==> config.mk <==
export PLATFORM = sky130hd
export DESIGN_NAME = i2c_cam_slave
export DESIGN_NICKNAME = d
export VERILOG_FILES = /design/src/rtl/i2c_pkg.sv /design/src/rtl/i2c_line_filter.sv /design/src/rtl/i2c_cam_slave.sv
export SDC_FILE = /design/constraint.sdc
export NUM_CORES = 1
export LEC_CHECK = 0
export CAP_MARGIN = 0
export CORE_MARGIN = 3
export CORE_UTILIZATION = 60
export CTS_BUF_LIST = sky130_fd_sc_hd__clkbuf_4 sky130_fd_sc_hd__clkbuf_8
export DETAILED_ROUTE_END_ITERATION = 10
export DONT_BUFFER_PORTS = 1
export MAX_ROUTING_LAYER = met4
export PLACE_DENSITY = 0.8
export SLEW_MARGIN = 40
export SYNTH_ARGS = -nofsm -noshare
export SYNTH_HDL_FRONTEND = slang
export SYNTH_SLANG_ARGS = --single-unit
export TNS_END_PERCENT = 10
==> constraint.sdc <==
create_clock -name clk -period 2.2 [get_ports clk]
set_input_delay 0.44 -clock clk [delete_from_list [all_inputs] [get_ports clk]]
set_output_delay 0.44 -clock clk [all_outputs]
set_load 0.01 [all_outputs]
==> src/rtl/i2c_pkg.sv <==
// Shared I2C types for the camera-port responder: responder state, address/data widths, R/W codes.
package i2c_pkg;

    typedef logic [6:0]  i2c_addr7_t;
    typedef logic [15:0] i2c_reg_addr_t;
    typedef logic [7:0]  i2c_byte_t;

    localparam logic I2C_RW_WRITE = 1'b0;
    localparam logic I2C_RW_READ  = 1'b1;

    typedef enum logic [3:0] {
        ST_IDLE,
        ST_DEV_ADDR,
        ST_ACK_DEV,
        ST_REG_HI,
        ST_ACK_HI,
        ST_REG_LO,
        ST_ACK_LO,
        ST_WR_DATA,
        ST_ACK_WR,
        ST_RD_DATA,
        ST_RD_ACK,
        ST_IGNORE
    } i2c_slv_state_t;

endpackage

==> src/rtl/i2c_line_filter.sv <==
// 2-FF synchronizer followed by a FILTER_LEN-sample glitch filter; level output is registered.
module i2c_line_filter #(
    parameter int FILTER_LEN = 3
) (
    input  logic clk,
    input  logic areset_n,
    input  logic din,
    output logic level
);
    localparam int CW = (FILTER_LEN > 1) ? $clog2(FILTER_LEN) : 1;

    logic [1:0]    sync;
    logic [CW-1:0] cnt;

    // Idle bus level is high, so everything resets to 1.
    always_ff @(posedge clk or negedge areset_n) begin
        if (!areset_n) begin
            sync  <= 2'b11;
            cnt   <= '0;
            level <= 1'b1;
        end else begin
            sync <= {sync[0], din};
            if (sync[1] == level) begin
                cnt <= '0;
            end else if (cnt == CW'(FILTER_LEN - 1)) begin
                level <= sync[1];
                cnt   <= '0;
            end else begin
                cnt <= cnt + 1'b1;
            end
        end
    end

endmodule

==> src/rtl/i2c_cam_slave.sv <==
// I2C camera control-port responder (7-bit dev addr, 16-bit reg addr, 8-bit data).
// Define I2C_CAM_SLAVE_RDBACK_EN to add the register file and read transfers.
module i2c_cam_slave
    import i2c_pkg::*;
#(
    parameter i2c_addr7_t SLAVE_ADDR = 7'd16,
    parameter int         REG_AW     = 8,
    parameter int         FILTER_LEN = 3
) (
    input  logic        clk,
    input  logic        areset_n,
    input  logic        scl_i,
    input  logic        sda_i,
    output logic        sda_oe,
    output logic        wr_stb,
    output logic [15:0] wr_addr,
    output logic [7:0]  wr_data,
    output logic        busy
);
    logic scl_f, sda_f, scl_q, sda_q;

    i2c_line_filter #(.FILTER_LEN(FILTER_LEN)) u_scl_filt (
        .clk(clk), .areset_n(areset_n), .din(scl_i), .level(scl_f));
    i2c_line_filter #(.FILTER_LEN(FILTER_LEN)) u_sda_filt (
        .clk(clk), .areset_n(areset_n), .din(sda_i), .level(sda_f));

    always_ff @(posedge clk or negedge areset_n) begin
        if (!areset_n) begin
            scl_q <= 1'b1;
            sda_q <= 1'b1;
        end else begin
            scl_q <= scl_f;
            sda_q <= sda_f;
        end
    end

    logic start_det, stop_det, scl_rise, scl_fall;
    assign start_det = scl_f & scl_q & sda_q & ~sda_f;
    assign stop_det  = scl_f & scl_q & ~sda_q & sda_f;
    assign scl_rise  = scl_f & ~scl_q;
    assign scl_fall  = ~scl_f & scl_q;

    i2c_slv_state_t state, state_n;
    logic [2:0]     bit_cnt, bit_cnt_n;
    logic [6:0]     shreg, shreg_n;
    i2c_reg_addr_t  ptr, ptr_n;
    i2c_byte_t      tx, tx_n;
    i2c_byte_t      rdata;
    logic           sda_oe_n, busy_n, wr_stb_n;
    i2c_reg_addr_t  wr_addr_n;
    i2c_byte_t      wr_data_n;
    i2c_byte_t      rx_byte;
    logic           byte_done;

    assign rx_byte   = {shreg, sda_f};
    assign byte_done = scl_rise && (bit_cnt == 3'd7);

`ifdef I2C_CAM_SLAVE_RDBACK_EN
    i2c_byte_t mem [0:(2**REG_AW)-1];

    // Written on the same clock that wr_stb is presented.
    always_ff @(posedge clk or negedge areset_n) begin
        if (!areset_n) begin
            for (int i = 0; i < 2**REG_AW; i++) mem[i] <= '0;
        end else if (wr_stb_n) begin
            mem[wr_addr_n[REG_AW-1:0]] <= wr_data_n;
        end
    end

    assign rdata = mem[ptr[REG_AW-1:0]];
`else
    assign rdata = '0;
`endif

    always_ff @(posedge clk or negedge areset_n) begin
        if (!areset_n) begin
            state   <= ST_IDLE;
            bit_cnt <= '0;
            shreg   <= '0;
            ptr     <= '0;
            tx      <= '0;
            sda_oe  <= 1'b0;
            busy    <= 1'b0;
            wr_stb  <= 1'b0;
            wr_addr <= '0;
            wr_data <= '0;
        end else begin
            state   <= state_n;
            bit_cnt <= bit_cnt_n;
            shreg   <= shreg_n;
            ptr     <= ptr_n;
            tx      <= tx_n;
            sda_oe  <= sda_oe_n;
            busy    <= busy_n;
            wr_stb  <= wr_stb_n;
            wr_addr <= wr_addr_n;
            wr_data <= wr_data_n;
        end
    end

    always_comb begin
        state_n   = state;
        bit_cnt_n = bit_cnt;
        shreg_n   = shreg;
        ptr_n     = ptr;
        tx_n      = tx;
        sda_oe_n  = sda_oe;
        busy_n    = busy;
        wr_stb_n  = 1'b0;
        wr_addr_n = wr_addr;
        wr_data_n = wr_data;

        if (stop_det) begin
            state_n  = ST_IDLE;
            busy_n   = 1'b0;
            sda_oe_n = 1'b0;
        end else if (start_det) begin
            state_n   = ST_DEV_ADDR;
            bit_cnt_n = '0;
            sda_oe_n  = 1'b0;
        end else begin
            if (scl_rise && (state inside {ST_DEV_ADDR, ST_REG_HI, ST_REG_LO, ST_WR_DATA})) begin
                shreg_n   = rx_byte[6:0];
                bit_cnt_n = bit_cnt + 3'd1;
            end

            case (state)
                ST_DEV_ADDR: if (byte_done) begin
                    if (rx_byte[7:1] != SLAVE_ADDR)     state_n = ST_IGNORE;
`ifndef I2C_CAM_SLAVE_RDBACK_EN
                    else if (rx_byte[0] == I2C_RW_READ) state_n = ST_IGNORE;
`endif
                    else begin
                        state_n = ST_ACK_DEV;
                        busy_n  = 1'b1;
                    end
                end
                // First SCL fall of an ACK state starts the drive, the second ends the slot.
                // shreg[0] still holds the R/W bit of the device byte here.
                ST_ACK_DEV: if (scl_fall) begin
                    if (!sda_oe) begin
                        sda_oe_n = 1'b1;
                    end else if (shreg[0] == I2C_RW_READ) begin
                        state_n   = ST_RD_DATA;
                        bit_cnt_n = '0;
                        tx_n      = rdata;
                        sda_oe_n  = ~rdata[7];
                    end else begin
                        state_n   = ST_REG_HI;
                        bit_cnt_n = '0;
                        sda_oe_n  = 1'b0;
                    end
                end
                ST_REG_HI: if (byte_done) begin
                    ptr_n[15:8] = rx_byte;
                    state_n     = ST_ACK_HI;
                end
                ST_REG_LO: if (byte_done) begin
                    ptr_n[7:0] = rx_byte;
                    state_n    = ST_ACK_LO;
                end
                ST_WR_DATA: if (byte_done) begin
                    wr_stb_n  = 1'b1;
                    wr_addr_n = ptr;
                    wr_data_n = rx_byte;
                    ptr_n     = ptr + 16'd1;
                    state_n   = ST_ACK_WR;
                end
                ST_ACK_HI, ST_ACK_LO, ST_ACK_WR: if (scl_fall) begin
                    if (!sda_oe) begin
                        sda_oe_n = 1'b1;
                    end else begin
                        sda_oe_n  = 1'b0;
                        bit_cnt_n = '0;
                        state_n   = (state == ST_ACK_HI) ? ST_REG_LO : ST_WR_DATA;
                    end
                end
                // bit_cnt counts rises already sent; the fall after k rises drives bit 7-k.
                ST_RD_DATA: begin
                    if (scl_rise) begin
                        if (bit_cnt == 3'd7) begin
                            ptr_n     = ptr + 16'd1;
                            bit_cnt_n = '0;
                            state_n   = ST_RD_ACK;
                        end else begin
                            bit_cnt_n = bit_cnt + 3'd1;
                        end
                    end else if (scl_fall) begin
                        sda_oe_n = ~tx[~bit_cnt];
                    end
                end
                // bit_cnt==1 marks that the master ACKed on this slot.
                ST_RD_ACK: begin
                    if (scl_fall) begin
                        if (bit_cnt == 3'd0) begin
                            sda_oe_n = 1'b0;
                        end else begin
                            state_n   = ST_RD_DATA;
                            bit_cnt_n = '0;
                            tx_n      = rdata;
                            sda_oe_n  = ~rdata[7];
                        end
                    end else if (scl_rise) begin
                        if (sda_f) state_n   = ST_IGNORE;
                        else       bit_cnt_n = 3'd1;
                    end
                end
                default: ;
            endcase
        end
    end

endmodule

==> impl_metrics.json, run 1 <==
{
  "outcome": "completed",
  "req_time_crit_path_ps": 2470,
  "clk_pin_slew_ps": 80,
  "nets": 380,
  "drv_slew": 0,
  "timing.critical_path.fanout_max": 5,
  "dpl_worst_slack_ps": 55.1,
  "setup_total_negative_slack_ps": 0,
  "crit_path_start_kind": "flip-flop",
  "via_per_inst": 6.53,
  "core_area_um2": 5710,
  "number_of_different_library_cells_in_the_post_synthesis_netlist": 61,
  "period_share_pct": 98.7,
  "synthToLayoutAreaGrowth_pct": 10.0,
  "start_util_pct": 64.6,
  "power_w": 0.00477,
  "clk-insertion-delay-late_ps": 350,
  "yosys_most_used_dff": "dfrtp_1",
  "final-hold-violation-count": 0,
  "clock-root-buffer": "clkbuf_8",
  "hpwl_um": 5570,
  "finalWeightedCongestion": 0.924,
  "syn-cell-area_um2": 3690,
  "final.min_clock_period_ps": 2170,
  "max_freq_mhz": 460,
  "timing.rr.end": "state[3]",
  "rr_startpoint": "scl_q",
  "placementRows": 27,
  "ys_top_cells_by_area": "dfrtp_1 41%, mux2_2 9.8%, dfstp_2 5.7%",
  "reg2reg_depth": 6,
  "via_count": 2912,
  "drt-pass1-iter-count": 5,
  "setup_viol": 0,
  "min_path_type": "input pin to flip-flop",
  "synth.most_common_cell": "dfrtp_1",
  "power_density_nw_per_um2": 1180,
  "gr-total-overflow": 0,
  "route.antenna.remaining_nets": 0,
  "mappedNetlistNets": 367,
  "cp-end-kind": "flip-flop",
  "ys_async_sr_fraction_pct": 100,
  "grt_antenna_before_repair": 0,
  "yosys_warns": 0,
  "ys_seq_elements": 69,
  "synth_top_area_share_pct": 41.4,
  "drt-total-wl_um": 8280,
  "hp-start": "sda_i",
  "synth-seq-area-share_pct": 47.1,
  "worst-endpoint-arrival_ps": 2440,
  "netlist.top_cell.by_area": "dfrtp_1",
  "relSlewSlack_pct": 67.5,
  "drv_cap": 0,
  "die_y_um": 84.4,
  "static-leakage-power_nw": 1.79,
  "layout-drive-gt1-share_pct": 25.1,
  "cts_htree_levels": 3,
  "postLayoutSetupSlackWorst_ps": 28.2,
  "num-fill-cells": 411,
  "yosys-top-cells-count": "61 x dfrtp_1, 40 x a21oi_1, 32 x mux2_2",
  "detail_route.wl_per_cell_um": 18.6,
  "hold-path-cell-count": 0,
  "fp.dieW_um": 84.4,
  "synth_edf_count": 0,
  "cts_made_buffers": 9,
  "grt_start_max_net_pins": 70,
  "ioPinCount": 31,
  "ir_drop_v": 0.000690,
  "first_global_vias": 2706,
  "synthesis.area_per_instance_um2": 10.4,
  "drt-initial-drc-count": 322,
  "worst_clock_skew_ps": 9.32,
  "first_pass_grt_wire_length_um": 13700,
  "antenna_cells": 0,
  "tritoncts": "built",
  "finish.instance_area_um2": 4060,
  "cts_num_sinks": 69,
  "critPathKind": "flip-flop to flip-flop",
  "detail_route.drc_violations": 0,
  "die_area_um2": 7120,
  "whs_endpoint": "u_sda_filt.sync[0]",
  "synthCells": 356,
  "grt_util_all_layers_pct": 24.7,
  "numPortBuffers": 0,
  "maximum_count_of_clock_buffers_along_a_single_path": 2,
  "detailed_place.area_um2": 3810,
  "timing.reg2reg.setup_slack_ps": 30,
  "timing_worst_slew_pin_value_ps": 487
}
-- metrics by stage --
step | hold slack, ps | instances | utilization, %
after CTS | 82.3 | 446 | 70.9
after global placement | 146 | 428 | 66.7
after detailed placement | 146 | 428 | 66.7
after floorplan | 144 | 356 | -
final | 90.9 | 446 | 71.1
after global routing | 72.4 | 446 | 71.1
-- kinds of logic (layout without fill, tap and decap cells) --
group	after synthesis	count (layout)	share of synthesized area, %
compound gates	101	101	16.9
buf+inv	32	50	5.02
fa+ha+maj	7	7	2.37
mux	34	34	10.3
flops	69	69	47.1
simple gates	109	109	17.3
xor+xnor	4	4	0.950
-- layout by cell type (no fill, tap or decap), types with 3 or more instances in the layout --
cell / netlist / routed
and4_1: 3 / 3
clkbuf_8: 3 / 10
dfrtp_1: 61 / 61
nor2_1: 11 / 11
a31oi_1: 3 / 3
nand3_1: 12 / 12
a21oi_1: 40 / 40
inv_1: 10 / 10
dfstp_2: 8 / 8
a31o_2: 3 / 3
nor4_1: 3 / 3
mux2_2: 32 / 32
xnor2_1: 3 / 3
and3_1: 3 / 3
a21o_1: 4 / 4
nand4_1: 5 / 5
or3_1: 4 / 4
and2_1: 3 / 3
buf_4: 3 / 21
o22ai_1: 8 / 8
nor3_1: 9 / 9
o21ai_0: 22 / 22
nand2_1: 27 / 27
nor4b_1: 3 / 3
nand2b_1: 5 / 5
ha_1: 7 / 6
-- sequential cells by signal (all words and copies together), names as in the netlist --
| register | cells |
|---|---|
| wr_data | 8 |
| ptr | 16 |
| sda_q | 1 |
| u_scl_filt.sync | 2 |
| u_scl_filt.level | 1 |
| sda_oe | 1 |
| busy | 1 |
| u_sda_filt.cnt | 2 |
| state | 4 |
| wr_stb | 1 |
| u_sda_filt.sync | 2 |
| u_scl_filt.cnt | 2 |
| wr_addr | 16 |
| u_sda_filt.level | 1 |
| shreg | 7 |
| scl_q | 1 |
| bit_cnt | 3 |
-- cell type report --
class | instances | area [µm²] | share of cell area (%)
tap | 72 | 90.1 | 2.22
multi-input combinational | 255 | 1770 | 43.7
clock inverter | 5 | 58.8 | 1.45
timing repair buffer | 24 | 215 | 5.30
clock buffer | 11 | 145 | 3.58
inverter | 10 | 37.5 | 0.925
sequential | 69 | 1740 | 42.8
-- critical path: stages, from the launching register on --
cell     delay, ps
dfstp_2        550
ha_2           230
nand2_2         70
o211a_1        220
a221o_1        320
or4b_1         530
a21oi_1        180
-- power by group --
group          switching, W  leakage [nW]  internal [W]
Combinational       0.00104         0.778      0.000839
Sequential         0.000333         0.916       0.00149
Clock              0.000502        0.0994      0.000569
Total               0.00188          1.79       0.00289
-- worst max-delay path by stage --
stage	startpoint	end	slack [ps]	cells past startpoint
floorplan	u_scl_filt.level	wr_addr[11]	70	6
global placement	scl_q	state[3]	140	6
finish	scl_q	state[3]	30	6
global route	bit_cnt[1]	state[3]	-10	7
detailed placement	scl_q	state[3]	60	6
CTS	scl_q	state[3]	50	6
-- metal layers --
metal  track usage, %  vias up  part of all wire [%]
met2             34.9      123                    46
met1             35.5     1439                    46
li1                 -     1338                     -
met3             5.89       12                   6.8
met5                -        -                     0
met4             7.48        0                   1.4
-- timing repair --
action	4_1_cts	5_1_grt
gates resized for setup	0	3
hold buffers	2	0
setup endpoints to repair	0	7
endpoints found under the hold margin	69	0
buffers inserted	0	0
Power figures use the tool's default switching activity.
==> inputs of run 2 (changes only) <==
ABC_AREA = 1   (was unset)
CORE_UTILIZATION = 50   (was 60)
PLACE_DENSITY = 0.69   (was 0.8)
==> run 2 against run 1 <==
Effect of this change: worst hold slack lost 2.4 ps; largest power group unchanged; wire length up 6.4%; critical path depth is 5 higher; global-route usage decreased by 2.7 points; setup slack improved by 140 ps; clock power fell by 5%; critical endpoint is now bit_cnt[0].
==> impl_metrics.json, run 2 <==
{
  "outcome": "completed",
  "static-leakage-power_nw": 2.11,
  "crit_path_frequent_cell": "nand2_1",
  "timing.critical_path.fanout_max": 7,
  "yosys_most_used_dff": "dfrtp_1",
  "ioPinCount": 31,
  "dpl_worst_slack_ps": 224,
  "worst-endpoint-arrival_ps": 2260,
  "synth-seq-area-share_pct": 45.8,
  "antenna_cells": 0,
  "maximum_count_of_clock_buffers_along_a_single_path": 2,
  "synth_edf_count": 0,
  "grt_util_all_layers_pct": 22.0,
  "max_freq_mhz": 493,
  "ys_seq_elements": 69,
  "die_y_um": 93.1,
  "nets": 528,
  "power_density_nw_per_um2": 1300,
  "ys_async_sr_fraction_pct": 100,
  "layout.cells.most_common_list": "132 x nand2_1, 69 x nor2_1, 60 x dfrtp_1",
  "synth.most_common_cell": "nand2_1",
  "mappedNetlistNets": 513,
  "relSlewSlack_pct": 69.1,
  "first_pass_grt_wire_length_um": 14700,
  "postLayoutSetupSlackWorst_ps": 172,
  "via_per_inst": 5.25,
  "grt_antenna_before_repair": 0,
  "drv_cap": 0,
  "syn-cell-area_um2": 3790,
  "core_area_um2": 7290,
  "layout_top_registers": "ptr: 16 flops, wr_addr: 16 flops, wr_data: 8 flops",
  "timing.critical_path.slowest_cell_delay_ps": 520,
  "top_usage_layer": "met1",
  "synth_top_area_share_pct": 40.3,
  "first_global_vias": 3056,
  "gr_met3_demand_resource_pct": 4.75,
  "tritoncts": "built",
  "via_count": 3262,
  "final.min_clock_period_ps": 2030,
  "fp.dieW_um": 93.1,
  "yosys-top-cells-count": "132 x nand2_1, 69 x nor2_1, 61 x dfrtp_1",
  "synthToLayoutAreaGrowth_pct": 10.0,
  "yosys_warns": 0,
  "worst_clock_skew_ps": 8.43,
  "period_share_pct": 92.2,
  "worst_hold_slack_ps": 88.4,
  "cpMaxStageDelayCell": "dfrtp_1",
  "setup_viol": 0,
  "cts_htree_levels": 3,
  "finalWeightedCongestion": 0.970,
  "globalRouteMet2Util_pct": 30.7,
  "drv_slew": 0,
  "worstPathCellList": "inv_1 > nor2_2 > nand2_1 > inv_1 > nor2_1 > nand2_1 > nand2_1 > o21ai_1 > nand2_1 > nand2_1 > nand2_1",
  "post-cts-setup-buffer-count": 0,
  "detail_route.drc_violations": 0,
  "clock-root-buffer": "clkbuf_8",
  "netlist.top_cell.by_area": "dfrtp_1",
  "hpwl_um": 6510,
  "timing_worst_slew_pin_value_ps": 460,
  "layout.cells.most_common": "nand2_1",
  "gr-total-overflow": 0,
  "req_time_crit_path_ps": 2430,
  "cp-end-kind": "flip-flop",
  "finish.utilization_pct": 57.2,
  "cts_num_sinks": 69,
  "numPortBuffers": 0,
  "detail_route.wl_per_cell_um": 14.2,
  "min_path_type": "input pin to flip-flop",
  "grt_start_max_net_pins": 70,
  "critPathKind": "flip-flop to flip-flop",
  "grt_setup_unrepaired": "no",
  "crit_path_start_kind": "flip-flop",
  "clk_pin_slew_ps": 80,
  "ir_drop_v": 0.000587,
  "ys_top_cells_by_area": "dfrtp_1 40%, nand2_1 13%, nor2_1 6.8%",
  "cts_made_buffers": 9,
  "synthesis.area_per_instance_um2": 7.55,
  "clk-insertion-delay-late_ps": 340,
  "start_util_pct": 52.0,
  "synthCells": 502,
  "drt-total-wl_um": 8810,
  "die_area_um2": 8660,
  "number_of_different_library_cells_in_the_post_synthesis_netlist": 32,
  "placementRows": 31,
  "setup_total_negative_slack_ps": 0,
  "drt-pass1-iter-count": 4,
  "final-hold-violation-count": 0,
  "layout-drive-gt1-share_pct": 12.8,
  "drt-initial-drc-count": 273,
  "global_route.usage.met1_pct": 31.5,
  "route.antenna.remaining_nets": 0
}
[run 2: cell types whose count changed in the layout (fill, tap and decap cells not counted), sizes merged, moves of 10 or more]
cell,before,now
buf,23,13
nand3,13,40
nand2,28,138
nor2,11,76
mux2,32,4
inv,11,58
[run 2: layer usage]
metal	wire (µm)	part of all wire, %
met5	0	0
met3	578	6.6
met2	3830	43
met4	125	1.4
met1	4280	49
[run 2: kinds of logic (layout without fill, tap and decap cells)]
kind of cell / Yosys count / after routing / synth area share (%)
simple gates: 274 / 274 / 31.3
xor+xnor: 5 / 5 / 1.16
mux: 4 / 4 / 1.19
fa+ha+maj: 7 / 7 / 2.31
flops: 69 / 69 / 45.8
buf+inv: 68 / 88 / 7.89
compound gates: 75 / 75 / 10.4
[run 2: worst paths after layout]
path                       cells after the start            endpoint  slack, ps               start
max                                           11          bit_cnt[0]        170            state[1]
min                                            0  u_scl_filt.sync[0]         90               scl_i
max reg2reg                                   11          bit_cnt[0]        170            state[1]
min reg2reg                                    0  u_scl_filt.sync[1]        360  u_scl_filt.sync[0]
max in group asynchronous                      2               sda_q       1220            areset_n
min in group asynchronous                      2             ptr[14]        640            areset_n
[run 2: power breakdown]
group | leakage [nW] | switching (W) | total (W) | internal [W]
combinational | 1.11 | 0.00165 | 0.00249 | 0.000842
clock | 0.0957 | 0.000490 | 0.00102 | 0.000534
sequential | 0.899 | 0.000329 | 0.00193 | 0.00160
[run 2: what timing repair did]
action	CTS	global route
endpoints found under the setup margin	0	4
gates resized for setup	0	1
hold buffers	2	0
endpoints found under the hold margin	69	0
[run 2: worst max-delay path, delay by kind of cell (launching register included)]
| kind | cells | cell delay (ps) |
|---|---|---|
| AOI/OAI and AO/OA | 1 | 130 |
| and+or+nand+nor | 8 | 920 |
| DFF | 1 | 520 |
| buffers and inverters | 2 | 360 |
[run 2: layout make-up]
class | count | area [µm²]
clock buffer | 10 | 131
clock inverter | 6 | 63.8
fill | 713 | 3120
inverter | 58 | 218
multi-input combinational | 365 | 1760
sequential | 69 | 1740
tap | 99 | 124
timing repair buffer | 14 | 140
[run 2: metrics by stage]
| stage | instance area, µm² | total power [W] | std cells |
|---|---|---|---|
| 6_report | 4170 | 0.00544 | 621 |
| 5_1_grt | 4170 | 0.00590 | 621 |
| 4_1_cts | 4170 | 0.00544 | 621 |
| 3_5_place_dp | 3940 | 0.00437 | 603 |
| 3_3_place_gp | 3940 | 0.00438 | 603 |
| 2_1_floorplan | 3790 | 0.00370 | 502 |
==> inputs of run 3 (changes only) <==
CORE_ASPECT_RATIO = 1.4   (was unset)
CORE_UTILIZATION = 47   (was 50)
PLACE_DENSITY = 0.65   (was 0.69)
==> run 3 against run 2 <==
Effect of this change: final cell count is 0.32% lower; first-iteration DRC count is 32% lower; die area is 6.1% higher; sequential cell count stayed put.
==> impl_metrics.json, run 3 (synthesized netlist as in run 2, its figures left out) <==
{
  "core_area_um2": 7800,
  "timing.critical_path.fanout_max": 7,
  "outcome": "completed",
  "worst_hold_slack_ps": 80.9,
  "grt_start_max_net_pins": 70,
  "path_delay_family": "simple AND/OR/NAND/NOR gates",
  "layout-drive-gt1-share_pct": 12.5,
  "setup_viol": 0,
  "worstPathCellList": "ha_2 > nand2_1 > nand3_1 > inv_1 > nor2_1 > nand2_1 > nand2_1 > nand2_1 > nor2_1 > nand2_1 > nand2_1",
  "placementRows": 38,
  "drt-initial-drc-count": 185,
  "synthToLayoutAreaGrowth_pct": 11.2,
  "worst-endpoint-arrival_ps": 2280,
  "setup_total_negative_slack_ps": 0,
  "req_time_crit_path_ps": 2490,
  "globalRouteMet2Util_pct": 34.3,
  "static-leakage-power_nw": 2.13,
  "cts_num_sinks": 69,
  "top_usage_layer": "met2",
  "final_cell_count_no_fill": 619,
  "global_route.usage.met1_pct": 24.3,
  "postLayoutSetupSlackWorst_ps": 215,
  "first_pass_grt_wire_length_um": 14800,
  "crit_path_frequent_cell": "nand2_1",
  "layout_top_registers": "ptr: 16 flops, wr_addr: 16 flops, wr_data: 8 flops",
  "fp.dieW_um": 81.9,
  "timing.critical_path.slowest_cell_delay_ps": 580,
  "grt_antenna_before_repair": 0,
  "clock-root-buffer": "clkbuf_8",
  "final.min_clock_period_ps": 1990,
  "dp.cells": 601,
  "grt_util_all_layers_pct": 21.4,
  "cp.buffers_inverters": 1,
  "grt_setup_unrepaired": "no",
  "via_per_inst": 5.31,
  "start_util_pct": 48.6,
  "clk_pin_slew_ps": 80,
  "crit_path_start_kind": "flip-flop",
  "detail_route.wl_per_cell_um": 14.3,
  "drv_slew": 0,
  "worst_clock_skew_ps": 11.0,
  "num-fill-cells": 762,
  "antenna_cells": 0,
  "ioPinCount": 31,
  "numPortBuffers": 0,
  "die_y_um": 112,
  "ir_drop_v": 0.000657,
  "critPathKind": "flip-flop to flip-flop",
  "die_area_um2": 9200,
  "first_global_vias": 3236,
  "via_count": 3288,
  "drt-total-wl_um": 8870,
  "relSlewSlack_pct": 64.9,
  "nets": 525,
  "finalWeightedCongestion": 1.00,
  "final-hold-violation-count": 0,
  "detail_route.drc_violations": 0,
  "cts_htree_levels": 3,
  "gr-total-overflow": 0,
  "maximum_count_of_clock_buffers_along_a_single_path": 2,
  "dpl_worst_slack_ps": 124,
  "layout.cells.most_common_list": "131 x nand2_1, 69 x nor2_1, 61 x dfrtp_1",
  "hpwl_um": 6570,
  "drv_cap": 0,
  "drt-pass1-iter-count": 4,
  "timing_worst_slew_pin_value_ps": 523,
  "gr_met3_demand_resource_pct": 5.22,
  "max_freq_mhz": 504,
  "power_w": 0.00568,
  "seqCellArea_um2": 1740,
  "tritoncts": "built",
  "clk-insertion-delay-late_ps": 350,
  "cpMaxStageDelayCell": "dfstp_2",
  "layout.cells.most_common": "nand2_1",
  "cp-end-kind": "flip-flop",
  "power_density_nw_per_um2": 1350,
  "period_share_pct": 90.2,
  "route.antenna.remaining_nets": 0,
  "cts_made_buffers": 9,
  "multi_input_comb_area_um2": 1760,
  "min_path_type": "input pin to flip-flop"
}
==> run 3: cell count changes in the layout (fill, tap and decap cells not counted), moves of 2 or more <==
cell        before  now
clkinvlp_4       2    0
clkinv_2         2    0
bufinv_16        1    3
buf_4           11    7
==> run 3: report_power, final <==
part	internal, W	switching (W)
registers	0.00160	0.000326
clock network	0.000801	0.000496
logic	0.000816	0.00164
total	0.00322	0.00246
==> run 3: layer usage <==
layer  vias up  wire length [µm]
li1       1649                 -
met1      1547              3630
met2        71              4670
met3        21               308
met4         0               257
met5         -                 0
==> run 3: metrics by stage <==
stage / cell area [µm²] / util, %
6_report: 4210 / 54.0
5_1_grt: 4210 / 54.0
4_1_cts: 4210 / 53.9
3_5_place_dp: 3920 / 50.2
3_3_place_gp: 3920 / 50.2
2_1_floorplan: 3790 / -
==> run 3: path summary, 6_finish.rpt <==
check                                         from                  to  slack, ps  cells after the start
worst max-delay path              u_scl_filt.level            state[3]        210                     11
worst min-delay path                         sda_i  u_sda_filt.sync[0]         80                      0
worst max register to register    u_scl_filt.level            state[3]        210                     11
worst min register to register  u_sda_filt.sync[0]  u_sda_filt.sync[1]        360                      0
max in group asynchronous                 areset_n  u_scl_filt.sync[1]       1240                      2
min in group asynchronous                 areset_n         wr_addr[14]        630                      2
==> run 3: final cells by class <==
| class | count | area share (%) |
|---|---|---|
| Inverter | 58 | 5.17 |
| Sequential cell | 69 | 41.2 |
| Timing Repair Buffer | 11 | 2.88 |
| Clock buffer | 11 | 3.44 |
| Multi-Input combinational cell | 365 | 41.8 |
| Tap cell | 100 | 2.97 |
| Clock inverter | 5 | 2.55 |
==> run 3: worst register-to-register path, cell delays in order (launching register included) <==
cell and delay, ps:
dfstp_2 580, ha_2 260, nand2_1 190, nand3_1 200, inv_1 60, nor2_1 110, nand2_1 60, nand2_1 80
nand2_1 50, nor2_1 190, nand2_1 90, nand2_1 60
==> run 3: what timing repair did <==
| action | 4_1_cts | 5_1_grt |
|---|---|---|
| buffers inserted | 0 | 0 |
| hold endpoints to repair | 69 | 0 |
| hold buffers | 2 | 0 |
| setup endpoints to repair | 0 | 18 |
| resized for setup | 0 | 3 |
